## src/rtl/mem_boot_loader.sv

```systemverilog
// Boot loader: streams an image into memory over a valid/ready port while holding
// the CPU in reset, then releases the CPU and passes its memory port through.
module mem_boot_loader #(
    parameter int         DATA_W      = 32,
    parameter int         ADDR_W      = 32,
    parameter int         CNT_W       = 16,
    parameter int         RELEASE_DLY = 4,
    parameter logic [2:0] WORD_STORE  = 3'b010
) (
    input  logic              clk,
    input  logic              reset,
    input  logic              ld_start,
    input  logic [ADDR_W-1:0] ld_base,
    input  logic [CNT_W-1:0]  ld_count,
    input  logic              ld_valid,
    input  logic [DATA_W-1:0] ld_data,
    output logic              ld_ready,
    input  logic              cpu_mem_we,
    input  logic [ADDR_W-1:0] cpu_addr,
    input  logic [DATA_W-1:0] cpu_wdata,
    input  logic [2:0]        cpu_store,
    output logic              mem_we,
    output logic [ADDR_W-1:0] mem_addr,
    output logic [DATA_W-1:0] mem_wdata,
    output logic [2:0]        mem_store,
    output logic              cpu_rst_n,
    output logic              ld_busy,
    output logic              ld_done,
    output logic [CNT_W-1:0]  ld_words,
    output logic [1:0]        dbg_state
);

    typedef enum logic [1:0] {
        IDLE    = 2'd0,
        LOAD    = 2'd1,
        RELEASE = 2'd2,
        RUN     = 2'd3
    } state_e;

    localparam int                BYTES      = DATA_W / 8;
    localparam int                RW         = (RELEASE_DLY > 1) ? $clog2(RELEASE_DLY) : 1;
    localparam logic [ADDR_W-1:0] ALIGN_MASK = ~ADDR_W'(BYTES - 1);
    localparam logic [ADDR_W-1:0] STRIDE     = ADDR_W'(BYTES);
    localparam logic [RW-1:0]     REL_LAST   = RW'(RELEASE_DLY - 1);

    state_e            state_q, state_d;
    logic [ADDR_W-1:0] addr_q, addr_d;
    logic [CNT_W-1:0]  rem_q, rem_d;
    logic [CNT_W-1:0]  words_q, words_d;
    logic              done_q, done_d;
    logic [RW-1:0]     rel_q, rel_d;
    logic              cpu_rst_n_q;
    logic              xfer;

    // Handshake: a word moves on any cycle where ld_valid and ld_ready are both high;
    // ld_ready depends only on state, never on ld_valid.
    assign ld_ready = (state_q == LOAD);
    assign xfer     = ld_ready && ld_valid;

    always_comb begin
        state_d = state_q;
        addr_d  = addr_q;
        rem_d   = rem_q;
        words_d = words_q;
        done_d  = done_q;
        rel_d   = rel_q;
        case (state_q)
            IDLE, RUN: begin
                if (ld_start) begin
                    words_d = '0;
                    if (ld_count != '0) begin
                        state_d = LOAD;
                        addr_d  = ld_base & ALIGN_MASK;
                        rem_d   = ld_count;
                        done_d  = 1'b0;
                    end else begin
                        state_d = RELEASE;
                        done_d  = 1'b1;
                        rel_d   = '0;
                    end
                end
            end
            LOAD: begin
                if (xfer) begin
                    addr_d  = addr_q + STRIDE;
                    rem_d   = rem_q - CNT_W'(1);
                    words_d = words_q + CNT_W'(1);
                    if (rem_q == CNT_W'(1)) begin
                        state_d = RELEASE;
                        done_d  = 1'b1;
                        rel_d   = '0;
                    end
                end
            end
            RELEASE: begin
                if (rel_q == REL_LAST) begin
                    state_d = RUN;
                    rel_d   = '0;
                end else begin
                    rel_d = rel_q + RW'(1);
                end
            end
            default: ;
        endcase
    end

    // cpu_rst_n is registered from the next state so it tracks (state == RUN) exactly.
    always_ff @(posedge clk or negedge reset) begin
        if (!reset) begin
            state_q     <= IDLE;
            addr_q      <= '0;
            rem_q       <= '0;
            words_q     <= '0;
            done_q      <= 1'b0;
            rel_q       <= '0;
            cpu_rst_n_q <= 1'b0;
        end else begin
            state_q     <= state_d;
            addr_q      <= addr_d;
            rem_q       <= rem_d;
            words_q     <= words_d;
            done_q      <= done_d;
            rel_q       <= rel_d;
            cpu_rst_n_q <= (state_d == RUN);
        end
    end

    always_comb begin
        if (state_q == RUN) begin
            mem_we    = cpu_mem_we;
            mem_addr  = cpu_addr;
            mem_wdata = cpu_wdata;
            mem_store = cpu_store;
        end else begin
            mem_we    = xfer;
            mem_addr  = addr_q;
            mem_wdata = xfer ? ld_data : '0;
            mem_store = WORD_STORE;
        end
    end

    assign cpu_rst_n = cpu_rst_n_q;
    assign ld_busy   = (state_q == LOAD) || (state_q == RELEASE);
    assign ld_done   = done_q;
    assign ld_words  = words_q;
    assign dbg_state = state_q;

endmodule

```

## config.mk

```make
export PLATFORM = sky130hd
export DESIGN_NAME = mem_boot_loader
export DESIGN_NICKNAME = d
export VERILOG_FILES = /design/src/rtl/mem_boot_loader.sv
export SDC_FILE = /design/constraint.sdc
export NUM_CORES = 1
export LEC_CHECK = 0
export BUFFER_PORTS_ARGS = -buffer_cell sky130_fd_sc_hd__buf_2
export CAP_MARGIN = 5
export CELL_PAD_IN_SITES_DETAIL_PLACEMENT = 1
export CELL_PAD_IN_SITES_GLOBAL_PLACEMENT = 1
export CORE_ASPECT_RATIO = 0.7
export CORE_UTILIZATION = 31
export CTS_BUF_LIST = sky130_fd_sc_hd__clkbuf_8
export DETAILED_ROUTE_END_ITERATION = 8
export PLACE_DENSITY = 0.84
export SYNTH_ARGS = -nofsm -noshare
export SYNTH_HDL_FRONTEND = slang
export SYNTH_SLANG_ARGS = --single-unit
export TNS_END_PERCENT = 10
```

## constraint.sdc

```tcl
create_clock -name clk -period 2.1 [get_ports clk]
set_input_delay 0.105 -clock clk [delete_from_list [all_inputs] [get_ports clk]]
set_output_delay 0.105 -clock clk [all_outputs]
set_load 0.02 [all_outputs]
```

==> impl_metrics.tcl, run 1 <==
set metrics [dict create \
    dpl_cell_area_um2 6630 \
    p_leak_nw 3.30 \
    place_ws_ns -0.0943 \
    status "finished, final reports clean" \
    clock_latency_ns 0.35 \
    finClkSkew_ns 0.0101 \
    final_util_pct 45.9 \
    relSlewSlack_pct 60.5 \
    grt_max_degree 60 \
    final_area_um2 7150 \
    core_area_um2 15600 \
    swShare_pct 48.4 \
    fp.dieH_um 108 \
    cp.arrival_ns 2.31 \
    drt-initial-drc-count 440 \
    r2r_cells 7 \
    total_power_mw 9.01 \
    drt-wirelength-per-cell_um 19.7 \
    cts_root_buf "clkbuf_8" \
    cp_max_fo 21 \
    io_buffers 239 \
    yosys_warnings 0 \
    yosys_most_used_dff "dfrtp_1" \
    crit_end "addr_q[17]" \
    drcViolationCount 0 \
    synth_fp_nets 736 \
    rsz0062_at_grt "true" \
    fin_crit_ns 2.04 \
    setup_viol 0 \
    place_congestion 0.837 \
    synth_seq_cells 68 \
    num_rows 38 \
    die_area_um2 16600 \
    startpoint "dbg_state[1]" \
    hold_viol 0 \
    vias 5828 \
    share_comb_of_total_power_pct 60.3 \
    viasPerCell 5.60 \
    worst-slew-pin-transition_ns 0.591 \
    vdd_drop_max_mv 0.482 \
    yosysSeqAreaShare_pct 34.2 \
    start_kind "flop" \
    grt_pass1_vias 5881 \
    final_nets 994 \
    r2r-end "addr_q[17]" \
    drive_gt1_share_pct 42.8 \
    fin_crit_sh_pct 97.4 \
    grt_overflow 0 \
    finalSetupTns_ns 0 \
    path_class "reg -> reg" \
    ios 242 \
    drv_slew 0 \
    r2r-start "dbg_state[1]" \
    cts_buffer_depth 2 \
    clock-sinks 68 \
    pwr-share-clk_pct 11.4 \
    grt_pass1_wl_um 31100 \
    worstSetupEndpointType "flop" \
    start_util_pct 31.9 \
    cts_tree "done" \
    worst_ep_required_time_ns 2.37 \
    fp.dieW_um 153 \
    ant_nets 0 \
    synth_area_per_cell_um2 8.63 \
    netlist_area_um2 4970 \
    p_per_area_nw_per_um2 1260 \
    r2r_setup_slack_ns 0.06 \
    synthCells 576 \
    max_cap_viol_count 0 \
    layout_setup_ws_ns 0.0551 \
    synth_enable_flop_cells 0 \
    ys_types 61 \
    max_freq_mhz 489 \
    hp-start "ld_base[27]" \
    async_reset_ff_share_pct 100 \
    wl_um 20500 \
    antenna_found_initial 1 \
    firstDrtPassIters 4 \
    dp_hpwl_um 15300 \
    syn_to_final_growth_pct 43.8 \
    cts_buffers 9 \
    hold_path_class "in -> reg" \
    grt_usage_pct 23.7 \
    p_seq_share_pct 28.4 \
    clkTransAtPathRegs_ns 0.08 \
    internal-power_mw 4.65 \
    net-switching-power_mw 4.36 \
    h-tree-depth 3 \
]
==> metrics by stage <==
step,cells,hold slack (ns)
3_3_place_gp,1012,0.0773
3_5_place_dp,1012,0.0865
5_1_grt,1040,0.0340
4_1_cts,1034,0.0266
2_1_floorplan,576,-0.191
6_report,1040,0.0398
==> what timing repair did <==
action | in CTS | in global routing
hold endpoints to repair | 21 | 0
hold buffers | 6 | 0
setup buffers | 0 | 1
resized for setup | 5 | 42
gates cloned | 0 | 4
setup endpoints to repair | 10 | 64
pin swaps | 0 | 3
==> how the worst min path moves through the flow <==
stage,slack (ns),cells past startpoint,to
detailed placement,0.09,1,addr_q[6]
global placement,0.08,1,addr_q[12]
floorplan,-0.19,0,addr_q[10]
CTS,0.03,3,addr_q[27]
finish,0.04,3,addr_q[27]
global route,0.03,3,addr_q[27]
==> cell type report <==
class | instances | area, um2
clock buffers | 12 | 165
fillers | 1895 | 8440
diodes | 1 | 2.50
well taps | 200 | 250
inverters | 13 | 51.3
repair buffers | 293 | 1860
clock inverters | 4 | 16.3
multi-input cells | 449 | 3100
flip-flops and latches | 68 | 1700
==> critical path: stages (launching register included) <==
cell and delay [ns]:
dfrtp_2 0.42, ha_1 0.33, mux2_4 0.31, and2_4 0.19
o21ai_4 0.14, buf_6 0.26, o21ai_0 0.14, a21oi_1 0.16
==> layer usage <==
layer | vias up | GRT usage, % | routed length, um
met5 | - | 0 | 0
met4 | 0 | 6.50 | 321
met3 | 21 | 3.97 | 1150
met2 | 209 | 39.9 | 9750
met1 | 2862 | 31.6 | 9260
li1 | 2736 | - | -
==> synth_stat cells, drive strengths merged (7+ instances only) <==
cell | number | area share (%)
nor3 | 20 | 2.2
buf | 23 | 2.6
nand4 | 20 | 2.5
xnor2 | 9 | 1.6
dfrtp | 68 | 34
and3 | 8 | 1.0
and4 | 10 | 1.8
nor2 | 32 | 2.5
a21oi | 48 | 4.9
o21ai | 38 | 3.9
nand3 | 22 | 2.2
ha | 8 | 2.0
nor4 | 16 | 2.4
a22o | 33 | 5.8
o2111ai | 7 | 1.2
mux2 | 29 | 6.6
o22ai | 28 | 3.5
nand2 | 40 | 3.0
a22oi | 8 | 1.2
inv | 13 | 0.98
and2 | 7 | 0.88
clkbuf | 23 | 1.8
==> cell families after synthesis <==
family | after synthesis | share of synthesized area (%)
muxes | 35 | 7.85
DFF | 68 | 34.2
adders and majority gates | 8 | 2.01
AOI/OAI and AO/OA | 201 | 27.2
buffers and inverters | 59 | 5.41
xor gates and xnor gates | 12 | 2.11
and+or+nand+nor | 193 | 21.1
==> power groups by stage <==
stage,Sequential (mW),Combinational (mW),Clock (mW)
after global placement,2.51,4.92,0
after global routing,2.65,5.88,1.10
after CTS,2.53,5.15,1.06
after floorplan,2.41,3.42,0
final,2.56,5.43,1.02
after detailed placement,2.56,5.10,0
==> flip-flops by register name (all words and copies together) (netlist names) <==
signal / flops
ld_words: 16
dbg_state: 2
ld_done: 1
cpu_rst_n: 1
addr_q: 30
rel_q: 2
rem_q: 16
==> cells in the final DEF, fill, tap and decap left out, types with 7 or more instances in the layout <==
| cell | n |
|---|---|
| buf_2 | 217 |
| nor3_1 | 18 |
| nand4_1 | 20 |
| a21oi_1 | 47 |
| nor2_1 | 30 |
| nand3_1 | 22 |
| and4_1 | 9 |
| a22o_1 | 33 |
| dfrtp_1 | 66 |
| o22ai_1 | 28 |
| buf_6 | 9 |
| a22oi_1 | 8 |
| buf_4 | 49 |
| nand2_1 | 39 |
| o21ai_0 | 35 |
| clkbuf_8 | 12 |
| mux2_2 | 27 |
| buf_12 | 7 |
| nor4_1 | 10 |
| inv_1 | 15 |
| o2111ai_1 | 7 |
| xnor2_1 | 9 |
| and3_1 | 8 |
Note: power is estimated with default switching activity, not from simulation.
==> inputs of run 2 (changes only) <==
--- a/config.mk
+++ b/config.mk
@@ -14,6 +14,7 @@
 export CTS_BUF_LIST = sky130_fd_sc_hd__clkbuf_8
 export DETAILED_ROUTE_END_ITERATION = 8
 export PLACE_DENSITY = 0.84
+export RECOVER_POWER = 50
 export SYNTH_ARGS = -nofsm -noshare
 export SYNTH_HDL_FRONTEND = slang
 export SYNTH_SLANG_ARGS = --single-unit
==> impl_metrics.tcl, run 2 (synthesis results as in run 1) <==
set metrics [dict create \
    drt-wirelength-per-cell_um 19.8 \
    io_buffers 239 \
    max_cap_viol_count 0 \
    clkTransAtPathRegs_ns 0.08 \
    relSlewSlack_pct 30.9 \
    grtUsageMet3_pct 3.97 \
    critical_path_depth 7 \
    fillers 1901 \
    register_area_um2 1700 \
    r2r_cells 7 \
    finalSetupTns_ns 0 \
    firstDrtPassIters 4 \
    cpLargestDelayFamily "compound AO/OA/AOI/OAI gates" \
    path_class "reg -> reg" \
    dpl_cell_area_um2 6630 \
    cp_max_fo 21 \
    holdWs_ns 0.0324 \
    final_area_um2 7110 \
    die_area_um2 16600 \
    grt_usage_pct 23.7 \
    antenna_found_initial 1 \
    place_congestion 0.837 \
    multi_input_area_um2 3100 \
    final_util_pct 45.6 \
    place_ws_ns -0.0943 \
    layout_common_cells "buf_2 (198), dfrtp_1 (66), buf_4 (48)" \
    cts_root_buf "clkbuf_8" \
    swShare_pct 48.5 \
    viasPerCell 5.66 \
    drive_gt1_share_pct 40.4 \
    cts_buffers 9 \
    drv_slew 0 \
    use_met2_pct 39.9 \
    cp.arrival_ns 2.32 \
    worstSetupEndpointType "flop" \
    min_path_cells 3 \
    share_comb_of_total_power_pct 60.2 \
    fin_crit_sh_pct 97.7 \
    clock-sinks 68 \
    final_nets 994 \
    grt_max_degree 60 \
    largest_register "addr_q" \
    start_util_pct 31.9 \
    crit_path_max_incr_delay_ns 0.42 \
    p_leak_nw 3.21 \
    vias 5884 \
    layout_commonest_cell "buf_2" \
    ant_nets 0 \
    drt-initial-drc-count 419 \
    cts_buffer_depth 2 \
    pwr-share-clk_pct 11.4 \
    internal-power_mw 4.64 \
    gr-max-usage-layer "met2" \
    fp.dieH_um 108 \
    start_kind "flop" \
    drcViolationCount 0 \
    use_met1_pct 31.6 \
    layout_setup_ws_ns 0.0492 \
    setup_viol 0 \
    rsz0062_at_grt "true" \
    cpMaxStageDelayCell "dfrtp_2" \
    max_freq_mhz 488 \
    cts_tree "done" \
    worst_ep_required_time_ns 2.37 \
    num_rows 38 \
    worst-slew-pin-transition_ns 1.04 \
    vdd_drop_max_mv 0.485 \
    clock_latency_ns 0.35 \
    ios 242 \
    hold_viol 0 \
    fp.dieW_um 153 \
    status "finished, final reports clean" \
    hold_path_class "in -> reg" \
    p_seq_share_pct 28.4 \
    worstPathCellList "ha_1, mux2_4, and2_4, o21ai_4, buf_6, o21ai_0, a21oi_1" \
    grt_pass1_vias 5881 \
    h-tree-depth 3 \
    fin_crit_ns 2.05 \
    largest_reg_flops 30 \
    finClkSkew_ns 0.0126 \
    dp_hpwl_um 15300 \
    wl_um 20600 \
    grt_overflow 0 \
    grt_pass1_wl_um 31100 \
    syn_to_final_growth_pct 43.0 \
    core_area_um2 15600 \
    crit_buf_inv 1 \
    p_per_area_nw_per_um2 1270 \
    net-switching-power_mw 4.37 \
]
[run 2: cell count changes in the layout (fill, tap and decap cells not counted)]
cell,delta
clkbuf_1,+20
buf_2,-19
buf_12,-1
buf_4,-1
clkbuf_4,+1
[run 2: worst paths after layout]
check                                   from      endpoint  slack (ns)
worst max-delay path            dbg_state[1]    addr_q[17]        0.05
worst min-delay path             ld_base[27]    addr_q[27]        0.03
worst max register to register  dbg_state[1]    addr_q[17]        0.05
worst min register to register      rel_q[0]      rel_q[0]        0.55
max in group asynchronous              reset  dbg_state[0]        0.35
min in group asynchronous              reset      rem_q[6]        0.45
[run 2: cell type report]
type,count,share of cell area [%]
Clock buffer,12,2.32
Clock inverter,4,0.229
Antenna cell,1,0.0352
Tap cell,200,3.52
Sequential cell,68,24.0
Inverter,13,0.721
Multi-Input combinational cell,449,43.6
Timing Repair Buffer,293,25.6
[run 2: metrics by stage]
step / total power [mW] / cells
floorplan: 5.83 / 576
global placement: 7.44 / 1012
detailed placement: 7.66 / 1012
CTS: 8.74 / 1034
global route: 9.61 / 1040
finish: 9.01 / 1040
[run 2: worst register-to-register path, cell delays in order, from the launching register on]
cell and delay, ns:
dfrtp_2 0.42, ha_1 0.33, mux2_4 0.31, and2_4 0.19, o21ai_4 0.14, buf_6 0.27
o21ai_0 0.15, a21oi_1 0.16
[run 2: per-layer routing]
| layer | wire length [um] | up-vias |
|---|---|---|
| li1 | - | 2734 |
| met1 | 9350 | 2900 |
| met2 | 9730 | 222 |
| met3 | 1140 | 28 |
| met4 | 350 | 0 |
| met5 | 0 | - |
[run 2: power groups by stage]
stage / sequential, mW / combinational, mW / clock [mW]
after floorplan: 2.41 / 3.42 / 0
after global placement: 2.51 / 4.92 / 0
after detailed placement: 2.56 / 5.10 / 0
after CTS: 2.53 / 5.15 / 1.06
after global routing: 2.65 / 5.86 / 1.10
final: 2.56 / 5.42 / 1.03
[run 2: what timing repair did]
item | 4_1_cts | 5_1_grt
hold endpoints to repair | 21 | 0
gates cloned | 0 | 4
hold buffers | 6 | 0
setup endpoints to repair | 10 | 64
resized for setup | 5 | 42
setup buffers | 0 | 1
pin swaps | 0 | 3
